[config.mk]
export PLATFORM = sky130hd
export DESIGN_NAME = vga_timing_gen
export DESIGN_NICKNAME = d
export VERILOG_FILES = /design/src/rtl/vga_timing_gen_pkg.sv /design/src/rtl/vga_axis_counter.sv /design/src/rtl/vga_timing_gen.sv
export SDC_FILE = /design/constraint.sdc
export NUM_CORES = 1
export LEC_CHECK = 0
export ABC_CLOCK_PERIOD_IN_PS = 1300
export CAP_MARGIN = 20
export CORE_MARGIN = 2
export CORE_UTILIZATION = 52
export CTS_CLUSTER_DIAMETER = 40
export DETAILED_ROUTE_END_ITERATION = 16
export PLACE_DENSITY = 0.8
export SYNTH_ARGS = -nofsm -noshare
export SYNTH_HDL_FRONTEND = slang
export SYNTH_SLANG_ARGS = --single-unit
export TNS_END_PERCENT = 30
[constraint.sdc]
create_clock -name i_clk -period 1.3 [get_ports i_clk]
set_input_delay 0.195 -clock i_clk [delete_from_list [all_inputs] [get_ports i_clk]]
set_output_delay 0.195 -clock i_clk [all_outputs]
set_load 0.01 [all_outputs]
[src/rtl/vga_timing_gen_pkg.sv]
// rtl/vga_timing_gen_pkg.sv - shared VGA coordinate width and 640x480@60 timing defaults
//
// Purpose: single source for the coordinate width and default timing, so the
// timing generator and the sprite blocks agree on position encoding.
// Ports: none (package).

package vga_timing_gen_pkg;

    localparam int COORD_W = 13;

    typedef logic [COORD_W-1:0] coord_t;

    localparam int H_ACTIVE_DEF = 640;
    localparam int H_FRONT_DEF  = 16;
    localparam int H_SYNC_DEF   = 96;
    localparam int H_BACK_DEF   = 48;

    localparam int V_ACTIVE_DEF = 480;
    localparam int V_FRONT_DEF  = 10;
    localparam int V_SYNC_DEF   = 2;
    localparam int V_BACK_DEF   = 33;

    // A total is representable when the last position TOTAL-1 fits in COORD_W bits.
    function automatic bit fits_coord(input int total);
        return (total > 0) && (total <= (1 << COORD_W));
    endfunction

endpackage

[src/rtl/vga_axis_counter.sv]
// rtl/vga_axis_counter.sv - one timing axis: position counter with sync/active decode
//
// Purpose: counts positions 0..TOTAL-1 (active, front porch, sync, back porch)
// advancing on i_carry, and decodes sync from the next-state count so the
// registered sync lines up with the registered count.
// Ports:
//   i_clk       clock
//   i_rst_n     asynchronous active-low reset (already release-synchronised)
//   i_carry     advance enable for this axis
//   o_carry     i_carry while at the last position (wrap this cycle)
//   o_cnt       registered position
//   o_sync_n    registered active-low sync
//   o_active_d  next-state "inside active region" decode (combinational)

module vga_axis_counter
    import vga_timing_gen_pkg::*;
#(
    parameter int ACTIVE = 640,
    parameter int FRONT  = 16,
    parameter int SYNC   = 96,
    parameter int BACK   = 48
) (
    input  logic               i_clk,
    input  logic               i_rst_n,
    input  logic               i_carry,
    output logic               o_carry,
    output logic [COORD_W-1:0] o_cnt,
    output logic               o_sync_n,
    output logic               o_active_d
);

    localparam int     TOTAL      = ACTIVE + FRONT + SYNC + BACK;
    localparam coord_t LAST       = coord_t'(TOTAL - 1);
    localparam coord_t SYNC_FIRST = coord_t'(ACTIVE + FRONT);
    localparam coord_t SYNC_LAST  = coord_t'(ACTIVE + FRONT + SYNC - 1);
    localparam coord_t ACT_END    = coord_t'(ACTIVE);

    coord_t cnt_q, cnt_d;
    logic   sync_n_q, sync_n_d;
    logic   wrap;

    always_comb begin
        wrap    = (cnt_q == LAST);
        o_carry = i_carry & wrap;
        cnt_d   = cnt_q;
        if (i_carry) begin
            cnt_d = wrap ? '0 : cnt_q + coord_t'(1);
        end
        sync_n_d   = !((cnt_d >= SYNC_FIRST) && (cnt_d <= SYNC_LAST));
        o_active_d = (cnt_d < ACT_END);
    end

    always_ff @(posedge i_clk or negedge i_rst_n) begin
        if (!i_rst_n) begin
            cnt_q    <= '0;
            sync_n_q <= 1'b1;
        end else begin
            cnt_q    <= cnt_d;
            sync_n_q <= sync_n_d;
        end
    end

    assign o_cnt    = cnt_q;
    assign o_sync_n = sync_n_q;

endmodule

[src/rtl/vga_timing_gen.sv]
// rtl/vga_timing_gen.sv - VGA raster timing generator (H/V counters, syncs, blank, pulses)
//
// Purpose: generates raster position and sync/blank/start strobes. Every
// output is a flop whose next value is decoded from next-state counters, so
// all outputs change together with the position they describe.
// Ports:
//   i_clk          clock
//   i_rst_n        asynchronous active-low reset; release is synchronised
//   i_pix_en       pixel enable; nothing changes on cycles where it is 0
//   o_H_Cont       horizontal position 0..H_TOTAL-1
//   o_V_Cont       vertical position 0..V_TOTAL-1
//   o_hsync_n      horizontal sync, active-low
//   o_vsync_n      vertical sync, active-low
//   o_blank_n      1 inside the visible area
//   o_line_start   high while o_H_Cont == 0
//   o_frame_start  high while o_H_Cont == 0 and o_V_Cont == 0

module vga_timing_gen
    import vga_timing_gen_pkg::*;
#(
    parameter int H_ACTIVE = H_ACTIVE_DEF,
    parameter int H_FRONT  = H_FRONT_DEF,
    parameter int H_SYNC   = H_SYNC_DEF,
    parameter int H_BACK   = H_BACK_DEF,
    parameter int V_ACTIVE = V_ACTIVE_DEF,
    parameter int V_FRONT  = V_FRONT_DEF,
    parameter int V_SYNC   = V_SYNC_DEF,
    parameter int V_BACK   = V_BACK_DEF
) (
    input  logic               i_clk,
    input  logic               i_rst_n,
    input  logic               i_pix_en,
    output logic [COORD_W-1:0] o_H_Cont,
    output logic [COORD_W-1:0] o_V_Cont,
    output logic               o_hsync_n,
    output logic               o_vsync_n,
    output logic               o_blank_n,
    output logic               o_line_start,
    output logic               o_frame_start
);

    localparam int H_TOTAL = H_ACTIVE + H_FRONT + H_SYNC + H_BACK;
    localparam int V_TOTAL = V_ACTIVE + V_FRONT + V_SYNC + V_BACK;

    if (!fits_coord(H_TOTAL) || !fits_coord(V_TOTAL)) begin : g_bad_timing
        $fatal(1, "vga_timing_gen: timing totals exceed coordinate width");
    end

    // Reset asserts immediately but releases two clocks later, so every
    // counter flop leaves reset on the same edge.
    logic [1:0] rst_sync_q;
    logic       rst_n_int;

    always_ff @(posedge i_clk or negedge i_rst_n) begin
        if (!i_rst_n) begin
            rst_sync_q <= 2'b00;
        end else begin
            rst_sync_q <= {rst_sync_q[0], 1'b1};
        end
    end

    assign rst_n_int = rst_sync_q[1];

    logic h_carry, v_carry;
    logic h_active_d, v_active_d;

    vga_axis_counter #(
        .ACTIVE (H_ACTIVE),
        .FRONT  (H_FRONT),
        .SYNC   (H_SYNC),
        .BACK   (H_BACK)
    ) u_h_axis (
        .i_clk      (i_clk),
        .i_rst_n    (rst_n_int),
        .i_carry    (i_pix_en),
        .o_carry    (h_carry),
        .o_cnt      (o_H_Cont),
        .o_sync_n   (o_hsync_n),
        .o_active_d (h_active_d)
    );

    vga_axis_counter #(
        .ACTIVE (V_ACTIVE),
        .FRONT  (V_FRONT),
        .SYNC   (V_SYNC),
        .BACK   (V_BACK)
    ) u_v_axis (
        .i_clk      (i_clk),
        .i_rst_n    (rst_n_int),
        .i_carry    (h_carry),
        .o_carry    (v_carry),
        .o_cnt      (o_V_Cont),
        .o_sync_n   (o_vsync_n),
        .o_active_d (v_active_d)
    );

    logic blank_n_q, blank_n_d;
    logic line_start_q, line_start_d;
    logic frame_start_q, frame_start_d;

    // A wrap carry means the next position is H==0 (or H==0,V==0); without
    // an enable the strobes keep their value, matching the held counters.
    always_comb begin
        blank_n_d     = h_active_d & v_active_d;
        line_start_d  = i_pix_en ? h_carry : line_start_q;
        frame_start_d = i_pix_en ? v_carry : frame_start_q;
    end

    always_ff @(posedge i_clk or negedge rst_n_int) begin
        if (!rst_n_int) begin
            blank_n_q     <= 1'b1;
            line_start_q  <= 1'b1;
            frame_start_q <= 1'b1;
        end else begin
            blank_n_q     <= blank_n_d;
            line_start_q  <= line_start_d;
            frame_start_q <= frame_start_d;
        end
    end

    assign o_blank_n     = blank_n_q;
    assign o_line_start  = line_start_q;
    assign o_frame_start = frame_start_q;

endmodule

## Yosys cells after proc, flatten, opt, wreduce, memory -nomap -nowiden

Index checks and enable logic that the tools add are counted.

- Add/sub/neg operators: 2
- Order comparisons: 6
- Eq/ne operators: 2
- Muxes and demuxes: 4
- Bitwise operators: 3
- Reduce and logical (&&, ||, !) cells: 4

Operators with widths:

| operator | count |
|---|---|
| 2-to-1 mux 13 bit | 4 |
| adder 13 x 1 -> 13 bit (second input constant) | 2 |
| == test 13 x 10 -> 1 bit (second input constant) | 2 |
| greater-or-equal comparator 13 x 10 -> 1 bit (second input constant) | 1 |
| greater-or-equal comparator 13 x 9 -> 1 bit (second input constant) | 1 |
| less-or-equal comparator 13 x 10 -> 1 bit (second input constant) | 1 |
| less-or-equal comparator 13 x 9 -> 1 bit (second input constant) | 1 |
| less-than comparator 13 x 10 -> 1 bit (second input constant) | 1 |
| less-than comparator 13 x 9 -> 1 bit (second input constant) | 1 |
| AND 1 bit | 3 |
| logical AND 1 bit | 2 |
| zero test 1 bit | 2 |

- Bits in registers: 33
- Bits of input ports: 3
- Output and inout bits: 31
- Word-level logic and storage cells: 29

## Longest topological paths before layout

- Word-level depth: 6
- Gate-level depth with buffers: 10
- Mapped depth without buffers: 8

## Hierarchy

Synthesis repeated with hierarchy kept, for this count alone.

- Cell total of the unflattened synthesis: 187
- Area total of the unflattened synthesis: 1881.8 µm²

By module, submodules not included:

| module | times used | cells an instance | area an instance (µm²) |
|---|---|---|---|
| vga_axis_counter at u_h_axis | 1 | 91 | 873.3 |
| vga_axis_counter at u_v_axis | 1 | 87 | 847.1 |
| vga_timing_gen | 1 | 9 | 161.4 |

## Worst setup path after synthesis

OpenSTA, ideal clock, no wires.

- Kind: reg2reg
- Start point: register u_h_axis.cnt_q[0] (netlist: u_h_axis.o_cnt[0])
- End point: register u_v_axis.sync_n_q (netlist: u_v_axis.o_sync_n)
- Data arrival time: 2.140 ns
- Required time: 1.212 ns
- Slack: -0.928 ns
- Stages on the path, launching flop included: 10
- Buffers on the path: 2
- Cells stage by stage: dfrtp_1 -> ha_1 -> and4_1 -> buf_4 -> and4_1 -> buf_4 -> nand3_2 -> mux2_4 -> a211oi_1 -> or3b_1

- Longest elaborated chain between the ends: 6
- Elaborated cells on any way between the ends: 7

RTL lines:

| item | line | source |
|---|---|---|
| start, declared | vga_axis_counter.sv:38 | `coord_t cnt_q, cnt_d;` |
| start signal, assigned | vga_axis_counter.sv:58 | `cnt_q <= cnt_d;` |
| == test 13 x 10 -> 1 bit (*) | vga_axis_counter.sv:43 | `wrap = (cnt_q == LAST);` |
| AND 1 bit (*) | vga_axis_counter.sv:44 | `o_carry = i_carry & wrap;` |
| 2-to-1 mux 13 bit (*) | vga_axis_counter.sv:46 | `if (i_carry) begin` |
| net u_v_axis.cnt_d[4] | vga_axis_counter.sv:38 |  |
| greater-or-equal comparator 13 x 9 -> 1 bit or less-or-equal comparator 13 x 9 -> 1 bit (tied branches) | vga_axis_counter.sv:49 | `sync_n_d = !((cnt_d >= SYNC_FIRST) && (cnt_d <= SYNC_LAST));` |
| logical AND 1 bit (*) | vga_axis_counter.sv:49 |  |
| zero test 1 bit (*) | vga_axis_counter.sv:49 |  |
| net u_v_axis.sync_n_d | vga_axis_counter.sv:39 | `logic sync_n_q, sync_n_d;` |
| end signal, assigned | vga_axis_counter.sv:59 | `sync_n_q <= sync_n_d;` |
| end, declared | vga_axis_counter.sv:39 |  |

The timed path passes the listed nets; every way through them passes the cells marked *.
A chain may end at the register's enable or synchronous reset.

## Worst setup path in the final report

- Start point: register u_v_axis.cnt_q[1] (netlist: u_v_axis.o_cnt[1])
- End point: register u_v_axis.sync_n_q (netlist: u_v_axis.o_sync_n)

- Longest elaborated chain between the ends: 6
- Elaborated cells on any way between the ends: 8

RTL lines:

| item | line | source |
|---|---|---|
| start, declared | vga_axis_counter.sv:38 |  |
| start signal, assigned | vga_axis_counter.sv:58 |  |
| adder 13 x 1 -> 13 bit or == test 13 x 10 -> 1 bit (tied branches) | vga_axis_counter.sv:47, vga_axis_counter.sv:43 |  |
| 2-to-1 mux 13 bit | vga_axis_counter.sv:47 | `cnt_d = wrap ? '0 : cnt_q + coord_t'(1);` |
| 2-to-1 mux 13 bit (*) | vga_axis_counter.sv:46 |  |
| greater-or-equal comparator 13 x 9 -> 1 bit or less-or-equal comparator 13 x 9 -> 1 bit (tied branches) | vga_axis_counter.sv:49 |  |
| logical AND 1 bit (*) | vga_axis_counter.sv:49 |  |
| zero test 1 bit (*) | vga_axis_counter.sv:49 |  |
| net u_v_axis.sync_n_d | vga_axis_counter.sv:39 |  |

Marks and branches as above.

==> impl_metrics.py <==
metrics = {
    "drt": {
        "drc_errors": 0,
        "drt_iter0_markers": 360,
        "highest-signal-layer": "met4",
        "drt.antenna.violating_nets": 0,
        "vias_per_cell": 6.89,
        "vias": 2445,
        "wl_met3_um": 1020,
        "wl_met2_um": 4130,
        "post_drt_wl_per_cell_um": 25.5,
        "firstDrtPassIters": 6,
        "met1Wirelength_um": 2960,
        "routed_wl_um": 9060,
    },
    "layout": {
        "final_nets": 314,
        "final_layout_size_suffix_gt1_share_pct": 57.0,
        "fin_area_um2": 3150,
        "num_antenna_cells": 0,
        "syn2layout_area_growth_pct": 66.5,
    },
    "synthesis": {
        "netlist_area_um2": 1890,
        "ys_top_cells_by_area": "dfrtp_1 (37%), dfstp_2 (7.0%), xnor2_1 (5.6%), nand2_1 (3.6%), and4_1 (3.2%)",
        "ys_seq_elements": 33,
        "netlist.area_leader.share_pct": 37.1,
        "syn_inst": 200,
        "syn-num-nets": 206,
        "ys_types": 49,
        "postSynthAreaPerCell_um2": 9.45,
        "ys_top_cells_by_count": "dfrtp_1 (28), nand2_1 (18), nor2_1 (12), o21ai_0 (12), xnor2_1 (12)",
        "yosysMostFrequentCell": "dfrtp_1",
        "yosysTopAreaCell": "dfrtp_1",
        "seq_area_frac_synth_pct": 44.0,
        "synthFlopType": "dfrtp_1",
        "synth-edff-count": 0,
        "yosysWarnings": 0,
        "ys_async_sr_fraction_pct": 100,
    },
    "clocking": {
        "path_clk_slew_ns": 0.11,
        "cts_buffer_depth": 2,
        "clockRootBuffer": "clkbuf_4",
        "cts_tree": "yes",
        "clk_latency_ns": 0.36,
        "htree_levels": 2,
        "cts_made_buffers": 5,
        "numClockSinks": 33,
    },
    "run": {
        "maxCapViolCount": 0,
    },
    "sta": {
        "post-route-period-util_pct": 180,
        "period_minus_slack_ns": 2.34,
        "fin_ws_ns": -1.04,
        "fin_skew_ns": 0.00981,
        "finalHoldViolCount": 0,
        "rsz0062_at_grt": "yes",
        "slew_violations": 0,
        "max_freq_ghz": 0.427,
        "setup_viol": 36,
    },
    "die": {
        "dieArea_um2": 4130,
        "die_w_um": 64.3,
        "dieHeight_um": 64.3,
        "start_util_pct": 55.3,
        "io_pins": 34,
        "fp-row-count": 21,
        "placeableCoreArea_um2": 3420,
    },
    "status": {
        "status": "finished, violations left",
        "violations": "setup timing",
    },
    "setup_path": {
        "path_cells": "inv_1 -> ha_1 -> nor4b_2 -> and4_1 -> buf_4 -> a21oi_1 -> o21ai_1 -> a211oi_2 -> or3b_1",
        "critPathMaxFanout": 3,
        "crit_type": "reg -> reg",
        "slowest_stage": "dfrtp_1",
        "cp_data_arrival_time_ns": 2.64,
        "max_stage_delay_ns": 0.38,
        "worstSetupStartpointType": "register",
        "path_buf_inv": 2,
        "crit_family": "simple AND/OR/NAND/NOR gates",
        "cp.required_ns": 1.59,
        "cp-end-kind": "register",
    },
    "global_routing": {
        "grt_pass1_wl_um": 11700,
        "overflow": 0,
        "grt_pass1_vias": 2265,
        "grt_max_degree": 32,
        "antenna_found_initial": 0,
        "grtUsageTotal_pct": 38.4,
    },
    "worst_hold_path": {
        "min_path_type": "reg -> async",
    },
    "placement": {
        "place_congestion": 0.960,
        "portBuffers": 33,
        "place_area_um2": 2750,
        "dp_hpwl_um": 4500,
    },
    "power_and_ir_drop": {
        "ir_drop_uv": 1430,
        "power-per-cell-area_nw_per_um2": 1030,
        "power.leakage_nw": 1.47,
        "total_power_mw": 3.25,
    },
}
[through the flow]
| step | hold slack, ns | setup TNS (ns) | cells | utilization [%] | setup slack (ns) |
|---|---|---|---|---|---|
| finish | 0.263 | -14.94 | 355 | 92.1 | -1.04 |
| CTS | 0.276 | -10.97 | 352 | 86.3 | -0.782 |
| floorplan | -0.101 | -9.49 | 200 | - | -0.859 |
| detailed placement | 0.277 | -15.76 | 337 | 80.6 | -1.05 |
| global placement | 0.262 | -13.65 | 337 | 80.6 | -0.887 |
| global route | 0.328 | -17.05 | 355 | 92.1 | -1.20 |
[registers in the layout, indices dropped and copies added (netlist names)]
name / count
o_blank_n: 1
o_frame_start: 1
o_line_start: 1
rst_sync_q: 2
u_h_axis.o_cnt: 13
u_h_axis.o_sync_n: 1
u_v_axis.o_cnt: 13
u_v_axis.o_sync_n: 1
[cell usage in the layout, fill, tap and decap left out, types with 3 or more instances in the layout]
cell	count
a21oi_2	3
nand3_1	7
nand2_1	15
xnor2_1	10
dfrtp_1	22
a21oi_1	3
buf_6	33
o21ai_0	4
buf_2	24
nor2_2	5
inv_1	6
dfrtp_2	6
and3_1	4
nor4_4	4
clkbuf_4	5
buf_4	51
nand3_2	5
nand4_1	7
dfstp_2	5
and4_4	5
nor2_1	6
xor2_1	7
mux2i_1	4
o21ai_1	6
nor3_1	3
[routing by layer]
metal  up-vias  GRT usage, %
li1        933             -
met1      1143          44.4
met5         -             0
met4         0          23.9
met2       262          64.7
met3       107          8.27
[where the power goes]
group | internal (mW) | switching (mW) | total, mW | leakage [nW]
logic | 0.697 | 0.687 | 1.38 | 1.03
registers | 1.14 | 0.134 | 1.28 | 0.412
clock network | 0.206 | 0.380 | 0.586 | 0.0320
total | 2.05 | 1.20 | 3.25 | 1.47
[layout make-up]
type	instances	area, um^2
well taps	46	57.6
flip-flops and latches	33	840
fillers	132	270
inverters	7	28.8
clock buffers	6	41.3
repair buffers	114	922
clock inverters	2	10.0
multi-input cells	147	1250
[timing repair]
action                                  in CTS  in global routing
hold buffers                                 1                  0
resized for setup                          178                 47
endpoints found under the setup margin      60                 41
setup buffers                                6                  4
pin swaps                                    4                 16
endpoints found under the hold margin        2                  0
[kinds of logic (layout without fill, tap and decap cells)]
group	after synthesis	count (layout)	synth area share, %
AO/OA/AOI/OAI	31	31	10.4
XOR/XNOR	19	19	8.81
adder cells (fa/ha/maj)	3	3	1.99
buffers and inverters	20	129	4.77
flip-flops	33	33	44.0
multiplexers	5	5	2.91
other	1	1	0.198
AND/OR/NAND/NOR	88	88	26.9
[path summary, 6_finish.rpt]
check | from | end | slack [ns] | depth (start not counted)
min reg2reg | rst_sync_q[1] | u_v_axis.o_cnt[10] | 0.26 | 1
min in group i_clk | rst_sync_q[0] | rst_sync_q[1] | 0.37 | 0
max in group asynchronous | i_rst_n | rst_sync_q[0] | 0.66 | 2
max | u_v_axis.o_cnt[1] | u_v_axis.o_sync_n | -1.04 | 9
min | rst_sync_q[1] | u_v_axis.o_cnt[10] | 0.26 | 1
max reg2reg | u_v_axis.o_cnt[1] | u_v_axis.o_sync_n | -1.04 | 9
Note: power is estimated with default switching activity, not from simulation.
